[config.mk]
export PLATFORM = sky130hd
export DESIGN_NAME = reg_bank_arbiter
export DESIGN_NICKNAME = d
export VERILOG_FILES = /design/src/rtl/reg_bank_arb_pkg.sv /design/src/rtl/reg_bank_arbiter_rr_arb.sv /design/src/rtl/reg_bank_arbiter.sv
export SDC_FILE = /design/constraint.sdc
export NUM_CORES = 1
export LEC_CHECK = 0
export ABC_AREA = 1
export ABC_CLOCK_PERIOD_IN_PS = 14300
export CELL_PAD_IN_SITES_DETAIL_PLACEMENT = 2
export CELL_PAD_IN_SITES_GLOBAL_PLACEMENT = 2
export CORE_MARGIN = 4
export CORE_UTILIZATION = 40
export DETAILED_ROUTE_END_ITERATION = 16
export DONT_BUFFER_PORTS = 1
export PLACE_DENSITY = 0.93
export SLEW_MARGIN = 20
export SYNTH_ARGS = -nofsm -noshare
export SYNTH_HDL_FRONTEND = slang
export SYNTH_HIERARCHICAL = 1
export SYNTH_SLANG_ARGS = --single-unit
[constraint.sdc]
create_clock -name clk_i -period 14.3 [get_ports clk_i]
set_input_delay 1.43 -clock clk_i [delete_from_list [all_inputs] [get_ports clk_i]]
set_output_delay 1.43 -clock clk_i [all_outputs]
set_load 0.02 [all_outputs]
[src/rtl/reg_bank_arb_pkg.sv]
// Shared types and helpers for the round-robin register bank arbiter.
package reg_bank_arb_pkg;

  typedef enum logic {IDLE, LOCKED} state_t;

  // Index width for a requester count, never narrower than one bit.
  function automatic int ptr_width(input int n);
    return (n > 1) ? $clog2(n) : 1;
  endfunction

  // Reference pick: first valid requester after ptr, -1 when none.
  function automatic int rr_pick(input logic [15:0] valid, input int ptr, input int n);
    for (int k = 1; k <= n; k++) begin
      if (valid[(ptr + k) % n]) return (ptr + k) % n;
    end
    return -1;
  endfunction

endpackage

[src/rtl/reg_bank_arbiter_rr_arb.sv]
// Combinational round-robin picker; mask_en restricts the pick to mask_idx.
module rr_arb
  import reg_bank_arb_pkg::*;
#(
  parameter int REQ_NUM = 4,
  parameter int PW      = ptr_width(REQ_NUM)
) (
  input  logic [REQ_NUM-1:0] i_valid,
  input  logic [PW-1:0]      i_ptr,
  input  logic               i_mask_en,
  input  logic [PW-1:0]      i_mask_idx,
  output logic [REQ_NUM-1:0] o_gnt,
  output logic [PW-1:0]      o_idx
);

  logic [REQ_NUM-1:0] w_vm;
  logic               w_found;

  always_comb begin
    w_vm    = i_valid;
    if (i_mask_en) w_vm = i_valid & (REQ_NUM'(1) << i_mask_idx);
    w_found = 1'b0;
    o_idx   = '0;
    // Scan ptr+1, ptr+2, ... so the last winner gets lowest priority.
    for (int k = 1; k <= REQ_NUM; k++) begin
      if (!w_found && w_vm[(int'(i_ptr) + k) % REQ_NUM]) begin
        w_found = 1'b1;
        o_idx   = PW'((int'(i_ptr) + k) % REQ_NUM);
      end
    end
    o_gnt = w_found ? (REQ_NUM'(1) << o_idx) : '0;
  end

endmodule

[src/rtl/reg_bank_arbiter.sv]
// Register bank shared by REQ_NUM requesters: round-robin grant, optional
// lock for atomic sequences, watchdog-forced release, 1-cycle read latency.
module reg_bank_arbiter
  import reg_bank_arb_pkg::*;
#(
  parameter int REQ_NUM    = 4,
  parameter int ADDR_WIDTH = 3,
  parameter int DATA_WIDTH = 32,
  parameter int LOCK_MAX   = 16
) (
  input  logic                             clk_i,
  input  logic                             rst_i,
  input  logic [REQ_NUM-1:0]               req_valid_i,
  output logic [REQ_NUM-1:0]               req_ready_o,
  input  logic [REQ_NUM-1:0]               req_we_i,
  input  logic [REQ_NUM-1:0]               req_lock_i,
  input  logic [REQ_NUM*ADDR_WIDTH-1:0]    req_addr_i,
  input  logic [REQ_NUM*DATA_WIDTH-1:0]    req_wdat_i,
  output logic [REQ_NUM-1:0]               rsp_valid_o,
  output logic [DATA_WIDTH-1:0]            rsp_rdat_o,
  output logic                             lock_err_o
);

  localparam int PW    = ptr_width(REQ_NUM);
  localparam int CW    = $clog2(LOCK_MAX + 1);
  localparam int DEPTH = 1 << ADDR_WIDTH;
  localparam logic [CW-1:0] CNT_MAX = CW'(LOCK_MAX);

  state_t                  r_state, w_state_nxt;
  logic [PW-1:0]           r_ptr, w_ptr_nxt;
  logic [PW-1:0]           r_owner, w_owner_nxt;
  logic [CW-1:0]           r_cnt, w_cnt_nxt;
  logic                    r_err, w_err_nxt;
  logic [REQ_NUM-1:0]      r_rsp_vld;
  logic [DATA_WIDTH-1:0]   r_rdat;
  logic [DATA_WIDTH-1:0]   r_bank [DEPTH];

  logic [REQ_NUM-1:0]      w_gnt;
  logic [PW-1:0]           w_idx;
  logic                    w_fire, w_we, w_lock;
  logic [ADDR_WIDTH-1:0]   w_addr;
  logic [DATA_WIDTH-1:0]   w_wdat;

  rr_arb #(.REQ_NUM(REQ_NUM), .PW(PW)) u_arb (
    .i_valid    (req_valid_i),
    .i_ptr      (r_ptr),
    .i_mask_en  (r_state == LOCKED),
    .i_mask_idx (r_owner),
    .o_gnt      (w_gnt),
    .o_idx      (w_idx)
  );

  assign w_fire = (|w_gnt) & ~rst_i;
  assign w_we   = req_we_i[w_idx];
  assign w_lock = req_lock_i[w_idx];
  assign w_addr = req_addr_i[int'(w_idx)*ADDR_WIDTH +: ADDR_WIDTH];
  assign w_wdat = req_wdat_i[int'(w_idx)*DATA_WIDTH +: DATA_WIDTH];

  // Outputs are masked during reset so an in-flight read response is dropped.
  assign req_ready_o = rst_i ? '0 : w_gnt;
  assign rsp_valid_o = r_rsp_vld & {REQ_NUM{~rst_i}};
  assign rsp_rdat_o  = r_rdat;
  assign lock_err_o  = r_err & ~rst_i;

  always_comb begin
    w_state_nxt = r_state;
    w_ptr_nxt   = r_ptr;
    w_owner_nxt = r_owner;
    w_cnt_nxt   = r_cnt;
    w_err_nxt   = 1'b0;
    case (r_state)
      IDLE: begin
        if (w_fire) begin
          w_ptr_nxt = w_idx;
          if (w_lock) begin
            w_state_nxt = LOCKED;
            w_owner_nxt = w_idx;
            w_cnt_nxt   = CW'(1);
          end
        end
      end
      LOCKED: begin
        w_cnt_nxt = (r_cnt == CNT_MAX) ? r_cnt : r_cnt + CW'(1);
        if (w_fire && !w_lock) begin
          w_state_nxt = IDLE;
          w_cnt_nxt   = '0;
        end else if (r_cnt == CNT_MAX) begin
          // Watchdog: an owner fire this cycle is still honoured above.
          w_state_nxt = IDLE;
          w_cnt_nxt   = '0;
          w_err_nxt   = 1'b1;
        end
      end
      default: w_state_nxt = IDLE;
    endcase
  end

  always_ff @(posedge clk_i) begin
    if (rst_i) begin
      r_state   <= IDLE;
      r_ptr     <= PW'(REQ_NUM - 1);
      r_owner   <= '0;
      r_cnt     <= '0;
      r_err     <= 1'b0;
      r_rsp_vld <= '0;
      r_rdat    <= '0;
      for (int i = 0; i < DEPTH; i++) r_bank[i] <= '0;
    end else begin
      r_state   <= w_state_nxt;
      r_ptr     <= w_ptr_nxt;
      r_owner   <= w_owner_nxt;
      r_cnt     <= w_cnt_nxt;
      r_err     <= w_err_nxt;
      r_rsp_vld <= (w_fire && !w_we) ? w_gnt : '0;
      if (w_fire && !w_we) r_rdat <= r_bank[w_addr];
      if (w_fire && w_we)  r_bank[w_addr] <= w_wdat;
    end
  end

endmodule

After elaboration in Yosys (flattened, before gate mapping) --
Memories as Yosys holds them, arrays and structs flattened. A register that Yosys moved wholly into a read port is not among the register bits. Cells that the tools add are included.
Word-level totals: memories kept 1, input port bits 154, register bits after elaboration 15, memory bits (writable) 256, output and inout bits 41
Operators by class: add/sub/neg operators 5, muxes and demuxes 46, $lt $le $gt $ge 5, shift operators 4, reductions and logical operators 22, equality and inequality tests 3, multiply operators 1, bitwise logic cells 11
Memories:
- r_bank | depth 8, width 32, read ports 1, clocked after memory_dff 1, wr ports 8, line reg_bank_arbiter.sv:36 | logic [DATA_WIDTH-1:0] r_bank [DEPTH];
Operators with widths (number):
- variable part select 128 x 8 -> 32 bit | 1
- 2-to-1 mux 32 bit | 1
- OR reduction 32 bit | 1
- 2-to-1 mux 1 bit | 25
- 2-to-1 mux 5 bit | 4
- less-than comparator 3 x 4 -> 1 bit (second input constant) | 4
- binary-select mux 1 bit (select 2 bit) | 6
- 2-to-1 mux 4 bit | 3
- variable part select 12 x 5 -> 3 bit | 1
- case mux 5 bit (2 select lines) | 1
- OR reduction 2 bit | 5
- bitwise AND 4 bit | 2
- 2-to-1 mux 2 bit | 4
- << shifter 1 x 2 -> 4 bit (first input constant) | 2
- logical AND 1 bit | 6
- adder 5 x 1 -> 5 bit (second input constant) | 1
- equality test 5 bit (second input constant) | 1
- logical NOT 1 bit | 5
- adder 2 x 1 -> 2 bit (second input constant) | 2
- adder 2 bit (second input constant) | 2
- bitwise AND 1 bit (first input constant) | 4
- multiplier 2 x 2 -> 4 bit (second input constant) | 1
- inequality test 2 bit (second input constant) | 2
- AND reduction 2 bit | 2
- other kinds (8) | 11

Depth between registers and ports, before layout --
Gate-level depths: netlist of the first run.
depth after elaboration 26, depth in mapped cells 24, depth with buffers taken out 21

Modules after synthesis --
The synthesis of the first run kept the hierarchy.
By module, submodules not included:
- reg_bank_arbiter | cells an instance 1659, seq. area each 8628.3 sq um, area each 15229.6 sq um, times used 1
- rr_arb | cells an instance 66, seq. area each 0.0 sq um, area each 332.8 sq um, times used 1

Least setup slack after synthesis of the first run --
OpenSTA, ideal clock, no wires.
path type input-to-reg, start input req_valid_i[3], end memory r_bank[0][0] (enable), arrival 5268 ps, stages on the path 17, slack 8567 ps, data required time 13834 ps, cells stage by stage nand3_1 nand2_1 nand2_1 nand2_1 nor2_1 nand3_2 nand2_2 nor2_2 inv_2 buf_4 inv_4 nand3_1 nand2_4 nand2_1 buf_6 buf_6 o21ai_0
RTL lines:
- from (decl) | line reg_bank_arbiter.sv:13 | input logic [REQ_NUM-1:0] req_valid_i,
- to (decl) | line reg_bank_arbiter.sv:36

==> results of run 1 <==
[metal layers]
layer	part of all wire	vias to the layer above	global-route usage
li1	-	5620	-
met1	0.38	6706	0.3570
met2	0.50	621	0.4992
met3	0.081	171	0.05768
met4	0.041	6	0.1050
met5	0.00075	-	0
[path summary, 6_finish.rpt]
path	start	endpoint	slack, ns
min	r_cnt[4]	r_cnt[4]	0.53
max	req_valid_i[1]	r_bank[7][12]	6.22
min reg2reg	r_cnt[4]	r_cnt[4]	0.53
max reg2reg	r_state	r_bank[7][12]	6.33
[through the flow]
step / hold slack [ns] / setup slack [ns] / instance area [um^2]
global placement: 0.4754 / 6.491 / 15710
finish: 0.5315 / 6.215 / 16850
global route: 0.5504 / 5.693 / 16850
CTS: 0.5286 / 6.317 / 16790
detailed placement: 0.5204 / 5.802 / 15710
floorplan: 0.4628 / 8.567 / 15560
[registers in the layout, indices dropped and copies added, names as in the netlist]
register    flops
rsp_rdat_o     32
r_ptr           2
r_cnt           5
r_owner         2
r_err           1
r_state         1
r_bank        256
r_rsp_vld       4
[Yosys cell counts (2+ instances only)]
master / n / area share
a21oi_1: 74 / 0.024
ha_1: 2 / 0.0016
nand2_4: 3 / 0.0022
or2_0: 14 / 0.0056
or2_2: 5 / 0.0020
inv_1: 119 / 0.029
xor2_1: 3 / 0.0017
inv_2: 10 / 0.0024
o21ai_0: 4 / 0.0013
nor2_1: 342 / 0.082
nand2_2: 8 / 0.0032
dfxtp_1: 47 / 0.060
clkbuf_1: 28 / 0.0068
o31ai_1: 2 / 0.00096
nand3_1: 154 / 0.050
nor3_1: 34 / 0.011
nand4_1: 2 / 0.00080
a32o_1: 32 / 0.021
buf_6: 11 / 0.0080
nor2_4: 3 / 0.0022
buf_2: 64 / 0.021
nand3b_1: 98 / 0.047
or2_1: 13 / 0.0052
o21ai_1: 5 / 0.0016
nand3_2: 11 / 0.0071
nor2_2: 5 / 0.0020
nor3_2: 30 / 0.019
nand2_1: 326 / 0.079
buf_4: 10 / 0.0048
edfxtp_1: 256 / 0.49
buf_1: 5 / 0.0012
inv_4: 2 / 0.00080
[cells by family (layout without fill, tap and decap cells)]
logic type | Yosys count | count (layout) | share of synthesized area
AO/OA/AOI/OAI | 118 | 118 | 0.04872
XOR/XNOR | 4 | 4 | 0.002734
adder cells (fa/ha/maj) | 2 | 2 | 0.001608
buffers and inverters | 249 | 209 | 0.07324
flip-flops | 303 | 303 | 0.5544
AND/OR/NAND/NOR | 1049 | 1049 | 0.3193
[cell usage in the layout, fill, tap and decap left out, drive strengths merged, types with 3 or more instances in the layout]
cell and instances:
dfxtp 47, edfxtp 256, clkbuf 48, xor2 4, nand3 165, nor3 64
a32o 32, nor2 350, a21oi 74, o21ai 9, or2 32, inv 131
nand2 337, nand3b 98, buf 16, nand4 3, clkinv 11
[worst max-delay path, stage by stage]
cell and delay, ns:
nand3_1 0.10, nand2_1 0.09, o21ai_1 0.26, nand4_2 0.16, nand2_1 0.11, nand2_1 0.09
nand2_2 0.08, buf_4 0.71, inv_2 0.13, buf_4 0.39, nand2_1 0.28, nand3_4 0.43
nand2_4 0.76, buf_4 0.79, inv_2 0.50, nand3_2 0.67, nand2_1 0.65, buf_4 0.44
[layout make-up]
class | instances | area share
clock buffer | 48 | 0.05860
clock inverter | 14 | 0.005348
inverter | 131 | 0.02949
multi-input combinational | 1173 | 0.3469
sequential | 303 | 0.5122
tap | 511 | 0.03795
timing repair buffer | 16 | 0.009507
==> key figures, run 1 <==
Status
  – Status: finished clean

Global routing
  – Vias in the first global route: 14,250
  – Total track usage: 0.2878
  – Largest net degree at the start of global routing: 97
  – First-pass GRT wire length: 90,560 um
  – Initial antenna violation count: 3
  – Grt total ovfl: 0

Floorplanning
  – Core area: 38,020 um^2
  – Die X: 205.2 um
  – Die span in y: 205.2 um
  – I/O pin count: 195
  – Initial core utilization: 0.4093
  – Die area: 42,130 um^2
  – Row count: 71

CTS
  – CTS tree: yes
  – Post-CTS setup buffers: 0
  – CTS Hold Bufs: 0
  – Clk pin slew, worst setup/hold paths: 0.06 ns
  – TritonCTS Sinks: 303
  – Root buffer cell: clkbuf_16
  – Clk Latency, worst-skew pair: 0.53 ns
  – CTS max path bufs: 3
  – Number of buffers created by CTS: 35
  – Post-CTS Resized: 0
  – CTS H-tree lvls: 2

Timing
  – Final worst path period share: 0.5654
  – Clock skew: 0.02464 ns
  – Fmax: 123.7 MHz
  – Slew Limit Fails: 0
  – Min Tclk post-route: 8.085 ns
  – Sum Neg Setup Slack: 0 ns
  – Worst Tran Pin Value: 1.135 ns
  – Final hold viol count: 0
  – RSZ-0062 raised after global routing: no
  – Endpoints failing setup: 0
  – Slew margin rel.: 0.2434

Worst setup path
  – WP data required: 14.55 ns
  – Worst setup SP type: primary input
  – CP Max Fanout: 77
  – Arr. time, crit path: 8.33 ns
  – Reg2reg path depth: 19
  – Worst Setup End Kind: register
  – Crit Path Category: primary input to register

Synthesis
  – Synthesized net count: 1,881
  – Fraction of registers with async set/reset: 0
  – Syn_area_per_cell: 9.022 um^2
  – Number of flops mapped to enable cells by yosys: 256
  – Top_reg_cell synth: edfxtp_1
  – Cell count after synthesis: 1,725
  – Sequential share of the synthesized area: 0.5544
  – Yosys cell types: 35
  – Synth warn: 6
  – Synthesized area: 15,560 um^2
  – Synth Register Bits: 303

Place
  – I/O Buffers: 0
  – Placed cell count: 2,132
  – DP Wirelength: 40,720 um
  – Placer Congestion: 0.9011

Layout
  – Register Area: 8628 um^2
  – Final Non-Filler Cells: 2,196
  – Final-stage net count: 1,816
  – Utilization after layout: 0.4431
  – Area grow syn2layout: 8.249%
  – Layout cells sized above 1: 0.08487
  – Diode count: 0
  – Footprint of the multi-input gates: 5844 um^2
  – Fillers: 4,146

Detailed routing
  – Detail Route Antenna Nets: 0
  – Final WL: 62,570 um
  – DR vias: 13,120
  – DR iter-0 viols: 1,265
  – Via density: 5.976
  – DR DRC count: 0
  – First-pass iteration count of the detailed router: 6
  – DR WL/cell: 28.49 um

Hold path
  – Hold Crit Depth: 2
  – HP Class: register to register

Job
  – Maxcap violations: 0
Power of run 1 is left out: the tool's default activity adds up to more than one toggle a clock period on the data nets, which glitch-free logic cannot reach.
==> run 2, diff against run 1 <==
Settings changed: ABC_CLOCK_PERIOD_IN_PS 14300 to 7100, CORE_UTILIZATION 40 to 36, PLACE_DENSITY 0.93 to 0.89.
Clock period 14.3 ns to 7.1 ns, I/O delays scaled along.
==> run 2 against run 1 <==
Net effect: count of clock-buffer cells in the layout unchanged; final cell count up 3.7%; routed wire length down 5.0%; utilization down 3.8 points.
==> key figures, run 2 (synthesized netlist as in run 1, its figures left out) <==
Detailed routing
  – Via density: 5.676
  – Detail Route Antenna Nets: 0
  – DR vias: 12,930
  – DR DRC count: 0
  – DR iter-0 viols: 1,060
  – First-pass iteration count of the detailed router: 5
  – Final WL: 59,470 um
  – DR WL/cell: 26.10 um

Timing
  – Worst Tran Pin Value: 0.9699 ns
  – Slew margin rel.: 0.3534
  – Sum Neg Setup Slack: 0 ns
  – Final hold viol count: 0
  – Final worst path period share: 0.8019
  – RSZ-0062 raised after global routing: no
  – Min Tclk post-route: 5.693 ns
  – Clock skew: 0.02318 ns
  – Fmax: 175.6 MHz
  – Slew Limit Fails: 0
  – Endpoints failing setup: 0
  – Hold WS: 0.2613 ns

Global routing
  – First-pass GRT wire length: 89,870 um
  – Initial antenna violation count: 1
  – Total track usage: 0.2484
  – Largest net degree at the start of global routing: 77
  – Vias in the first global route: 14,320
  – Grt total ovfl: 0

Worst setup path
  – Slowest cell on crit path: nand2_1
  – WP buf/inv: 4
  – Worst setup SP type: register
  – Crit Path Category: register to register
  – WP data required: 7.27 ns
  – Top Family by Delay on Critical Path: simple AND/OR/NAND/NOR gates
  – Arr. time, crit path: 5.87 ns
  – Critical Path Max Stage Delay: 0.75 ns
  – Crit path cell chain: xor2_2, inv_2, nand3_2, nand2_2, o21ai_1, nand3_1, nand2_4, inv_2, a21oi_1, o21ai_1, nand2_1, nand2_2, inv_4, nand3_2, nand2_1, buf_4
  – Worst Setup End Kind: register
  – CP Max Fanout: 41

Floorplanning
  – Row count: 75
  – Initial core utilization: 0.3677
  – Core area: 42,320 um^2
  – Die area: 46,620 um^2
  – Die X: 215.9 um
  – I/O pin count: 195
  – Die span in y: 215.9 um

Layout
  – Area grow syn2layout: 10.20%
  – Flip-flop count of the largest register after layout: 256
  – Fillers: 4,548
  – Footprint of the multi-input gates: 5849 um^2
  – Most common cell after layout, fill and taps aside: nor2_1
  – Final instance area: 17,150 um^2
  – Largest reg by FF count: r_bank
  – Layout cells sized above 1: 0.09406
  – Final-stage net count: 1,833
  – Diode count: 0
  – Most frequent cells in the layout: 342 x nor2_1, 325 x nand2_1, 256 x edfxtp_1, 154 x nand3_1, 119 x inv_1
  – Final Non-Filler Cells: 2,278
  – Register Area: 8628 um^2

CTS
  – Clk Latency, worst-skew pair: 0.53 ns
  – CTS max path bufs: 3
  – Clk pin slew, worst setup/hold paths: 0.06 ns
  – Post-CTS Resized: 0
  – Post-CTS setup buffers: 0
  – CTS Hold Bufs: 0
  – Root buffer cell: clkbuf_16
  – TritonCTS Sinks: 303
  – CTS tree: yes
  – Number of buffers created by CTS: 36
  – CTS H-tree lvls: 2

Job
  – Maxcap violations: 0

Place
  – Post-DP Area: 16,050 um^2
  – Placed cell count: 2,216
  – DP Wirelength: 36,340 um
  – I/O Buffers: 0
  – Placer Congestion: 0.7713

Status
  – Status: finished clean

Hold path
  – HP Class: primary input to register
==> run 2: changes by cell type in the layout (fill, tap and decap cells not counted) <==
cell	change
buf_16	+2
clkinv_1	-2
inv_6	+1
nand2_2	-1
clkbuf_1	+1
buf_4	+11
clkinv_2	+1
nand2_4	+1
clkbuf_8	-1
clkinvlp_4	-1
buf_12	+3
bufinv_16	+1
==> run 2: area by class of cell <==
class / instances / area share
sequential: 303 / 0.5031
clock inverter: 14 / 0.006931
tap: 577 / 0.04210
multi-input combinational: 1173 / 0.3411
timing repair buffer: 32 / 0.02087
inverter: 131 / 0.02896
clock buffer: 48 / 0.05698
==> run 2: per-stage QoR <==
step                  util  setup WS, ns
global placement    0.3767         1.964
CTS                 0.4052         1.393
detailed placement  0.3793         1.549
floorplan                -         2.087
finish              0.4052         1.407
global route        0.4052         1.040
==> run 2: metal layers <==
layer,part of all wire,vias up,GRT usage
li1,-,5662,-
met1,0.39,6681,0.3039
met2,0.52,465,0.4546
met3,0.058,121,0.03812
met4,0.028,2,0.06934
met5,0.00022,-,0
==> run 2: path summary, 6_finish.rpt <==
check	endpoint	slack, ns	start	cells past startpoint
worst max-delay path	r_bank[2][27]	1.41	r_ptr[0]	16
worst min-delay path	r_cnt[0]	0.26	rst_i	1
worst max register to register	r_bank[2][27]	1.41	r_ptr[0]	16
worst min register to register	r_cnt[4]	0.51	r_cnt[4]	2
Power of run 2 is left out for the same reason.
==> run 3, diff against run 2 <==
Settings changed: ABC_CLOCK_PERIOD_IN_PS 7100 to 5100.
Clock period 7.1 ns to 5.1 ns, I/O delays scaled along.
==> run 3 against run 2 <==
Net effect: cell area rose by 0.42%; register-to-register slack worse by 1.0 ns; count of clock-buffer cells in the layout rose by 6; fmax up 21%; clock skew shrank 0.0038 ns; final cell count up 0.97%; sequential share of layout area is 0.21 points lower; utilization rose by 0.17 points; critical path type unchanged; critical endpoint is now r_bank[7][6]; highest routed layer is now met4.
==> key figures, run 3 (synthesized netlist as in run 1, its figures left out) <==
Status
  – Status: finished clean

Timing
  – Fmax: 211.8 MHz
  – Slew Limit Fails: 0
  – Clock skew: 0.01934 ns
  – RSZ-0062 raised after global routing: no
  – Final hold viol count: 0
  – Worst Tran Pin Value: 1.325 ns
  – Sum Neg Setup Slack: 0 ns
  – Min Tclk post-route: 4.722 ns
  – Slew margin rel.: 0.1156
  – Endpoints failing setup: 0
  – Final worst path period share: 0.9258

Layout
  – Layout cells sized above 1: 0.1051
  – Most frequent cells in the layout: 342 x nor2_1, 325 x nand2_1, 256 x edfxtp_1, 154 x nand3_1, 119 x inv_1
  – Register Area: 8628 um^2
  – Flip-flop count of the largest register after layout: 256
  – Final-stage net count: 1,852
  – Area grow syn2layout: 10.67%
  – Most common cell after layout, fill and taps aside: nor2_1
  – Footprint of the multi-input gates: 5856 um^2
  – Utilization after layout: 0.4069
  – Final instance area: 17,220 um^2
  – Fillers: 4,574
  – Largest reg by FF count: r_bank

Worst setup path
  – CP Max Fanout: 29
  – Worst Setup End Kind: register
  – R2R Path Start: r_state
  – Arr. time, crit path: 4.90 ns
  – WP data required: 5.28 ns
  – Flop-to-flop setup slack: 0.38 ns
  – Worst setup SP type: register
  – Critical Path Start: r_state
  – Crit Path Category: register to register

CTS
  – TritonCTS Sinks: 303
  – Post-CTS setup buffers: 0
  – Clk Latency, worst-skew pair: 0.52 ns
  – CTS Hold Bufs: 0
  – CTS tree: yes
  – Post-CTS Resized: 0
  – CTS max path bufs: 3
  – Root buffer cell: clkbuf_16
  – CTS H-tree lvls: 2
  – Clk pin slew, worst setup/hold paths: 0.06 ns
  – Number of buffers created by CTS: 36

Global routing
  – Vias in the first global route: 14,460
  – First-pass GRT wire length: 90,380 um
  – Initial antenna violation count: 0
  – Largest net degree at the start of global routing: 62
  – Total track usage: 0.2501
  – Grt total ovfl: 0

Detailed routing
  – Via density: 5.663
  – DR vias: 13,020
  – DR WL/cell: 26.33 um
  – Final WL: 60,560 um
  – DR DRC count: 0
  – DR iter-0 viols: 1,160
  – First-pass iteration count of the detailed router: 5
  – Detail Route Antenna Nets: 0

Place
  – I/O Buffers: 0
  – Placer Congestion: 0.8610
  – DP Wirelength: 37,610 um
  – Post-DP Area: 16,020 um^2

Floorplanning
  – Die X: 215.9 um
  – Initial core utilization: 0.3677
  – Die area: 46,620 um^2
  – I/O pin count: 195
  – Core area: 42,320 um^2
  – Die span in y: 215.9 um
  – Row count: 75

Hold path
  – HP Class: primary input to register
  – Hold path start: rst_i

Job
  – Maxcap violations: 0
## run 3: cell count changes in the layout (fill, tap and decap cells not counted)
cell | before | now
inv_6 | 1 | 0
buf_16 | 4 | 0
buf_8 | 0 | 1
clkbuf_8 | 1 | 5
clkinvlp_4 | 1 | 0
clkbuf_1 | 10 | 12
buf_12 | 3 | 2
clkinv_2 | 4 | 5
clkinv_1 | 6 | 4
bufinv_16 | 2 | 1
nor2_2 | 4 | 5
diode_2 | 0 | 1
buf_4 | 25 | 47
## run 3: path summary, 6_finish.rpt
path | to | cells after the start
worst max register to register | r_bank[7][6] | 16
worst min-delay path | r_cnt[1] | 1
worst min register to register | r_cnt[4] | 2
worst max-delay path | r_bank[7][6] | 16
## run 3: layout make-up
class                           count  share of cell area
Sequential cell                   303              0.5010
Multi-Input combinational cell   1174              0.3400
Clock buffer                       54             0.06037
Tap cell                          577             0.04192
Inverter                          131             0.02884
Timing Repair Buffer               50             0.02368
Clock inverter                     10            0.004068
Antenna cell                        1           0.0001453
## run 3: through the flow
step / hold WS [ns] / std cells / setup slack, ns
2_1_floorplan: 0.4628 / 1725 / 0.2404
3_3_place_gp: 0.4750 / 2224 / 0.7072
3_5_place_dp: 0.4923 / 2225 / 0.3113
4_1_cts: 0.04352 / 2289 / 0.2562
5_1_grt: 0.04528 / 2299 / 0.07302
6_report: 0.05618 / 2300 / 0.3784
## run 3: worst max-delay path, stage by stage, from the launching register on
cell	delay [ns]
dfxtp_1	0.54
o21ai_1	0.17
nand3_1	0.13
nand2_1	0.10
o21ai_1	0.27
nand4_2	0.17
nand3_1	0.18
nand2_4	0.16
inv_2	0.17
buf_4	0.34
nand2_1	0.12
nand3_1	0.13
nand2_4	0.11
nor2_4	0.57
nand3_2	0.59
nand2_1	0.26
buf_4	0.35
## run 3: routing by layer
metal,GRT usage,vias up,wire length [um]
met5,0,-,0
met4,0.1001,0,2637
met3,0.03966,149,3422
met2,0.4515,471,31020
met1,0.2977,6714,23480
li1,-,5690,-
Power of run 3 is left out for the same reason.
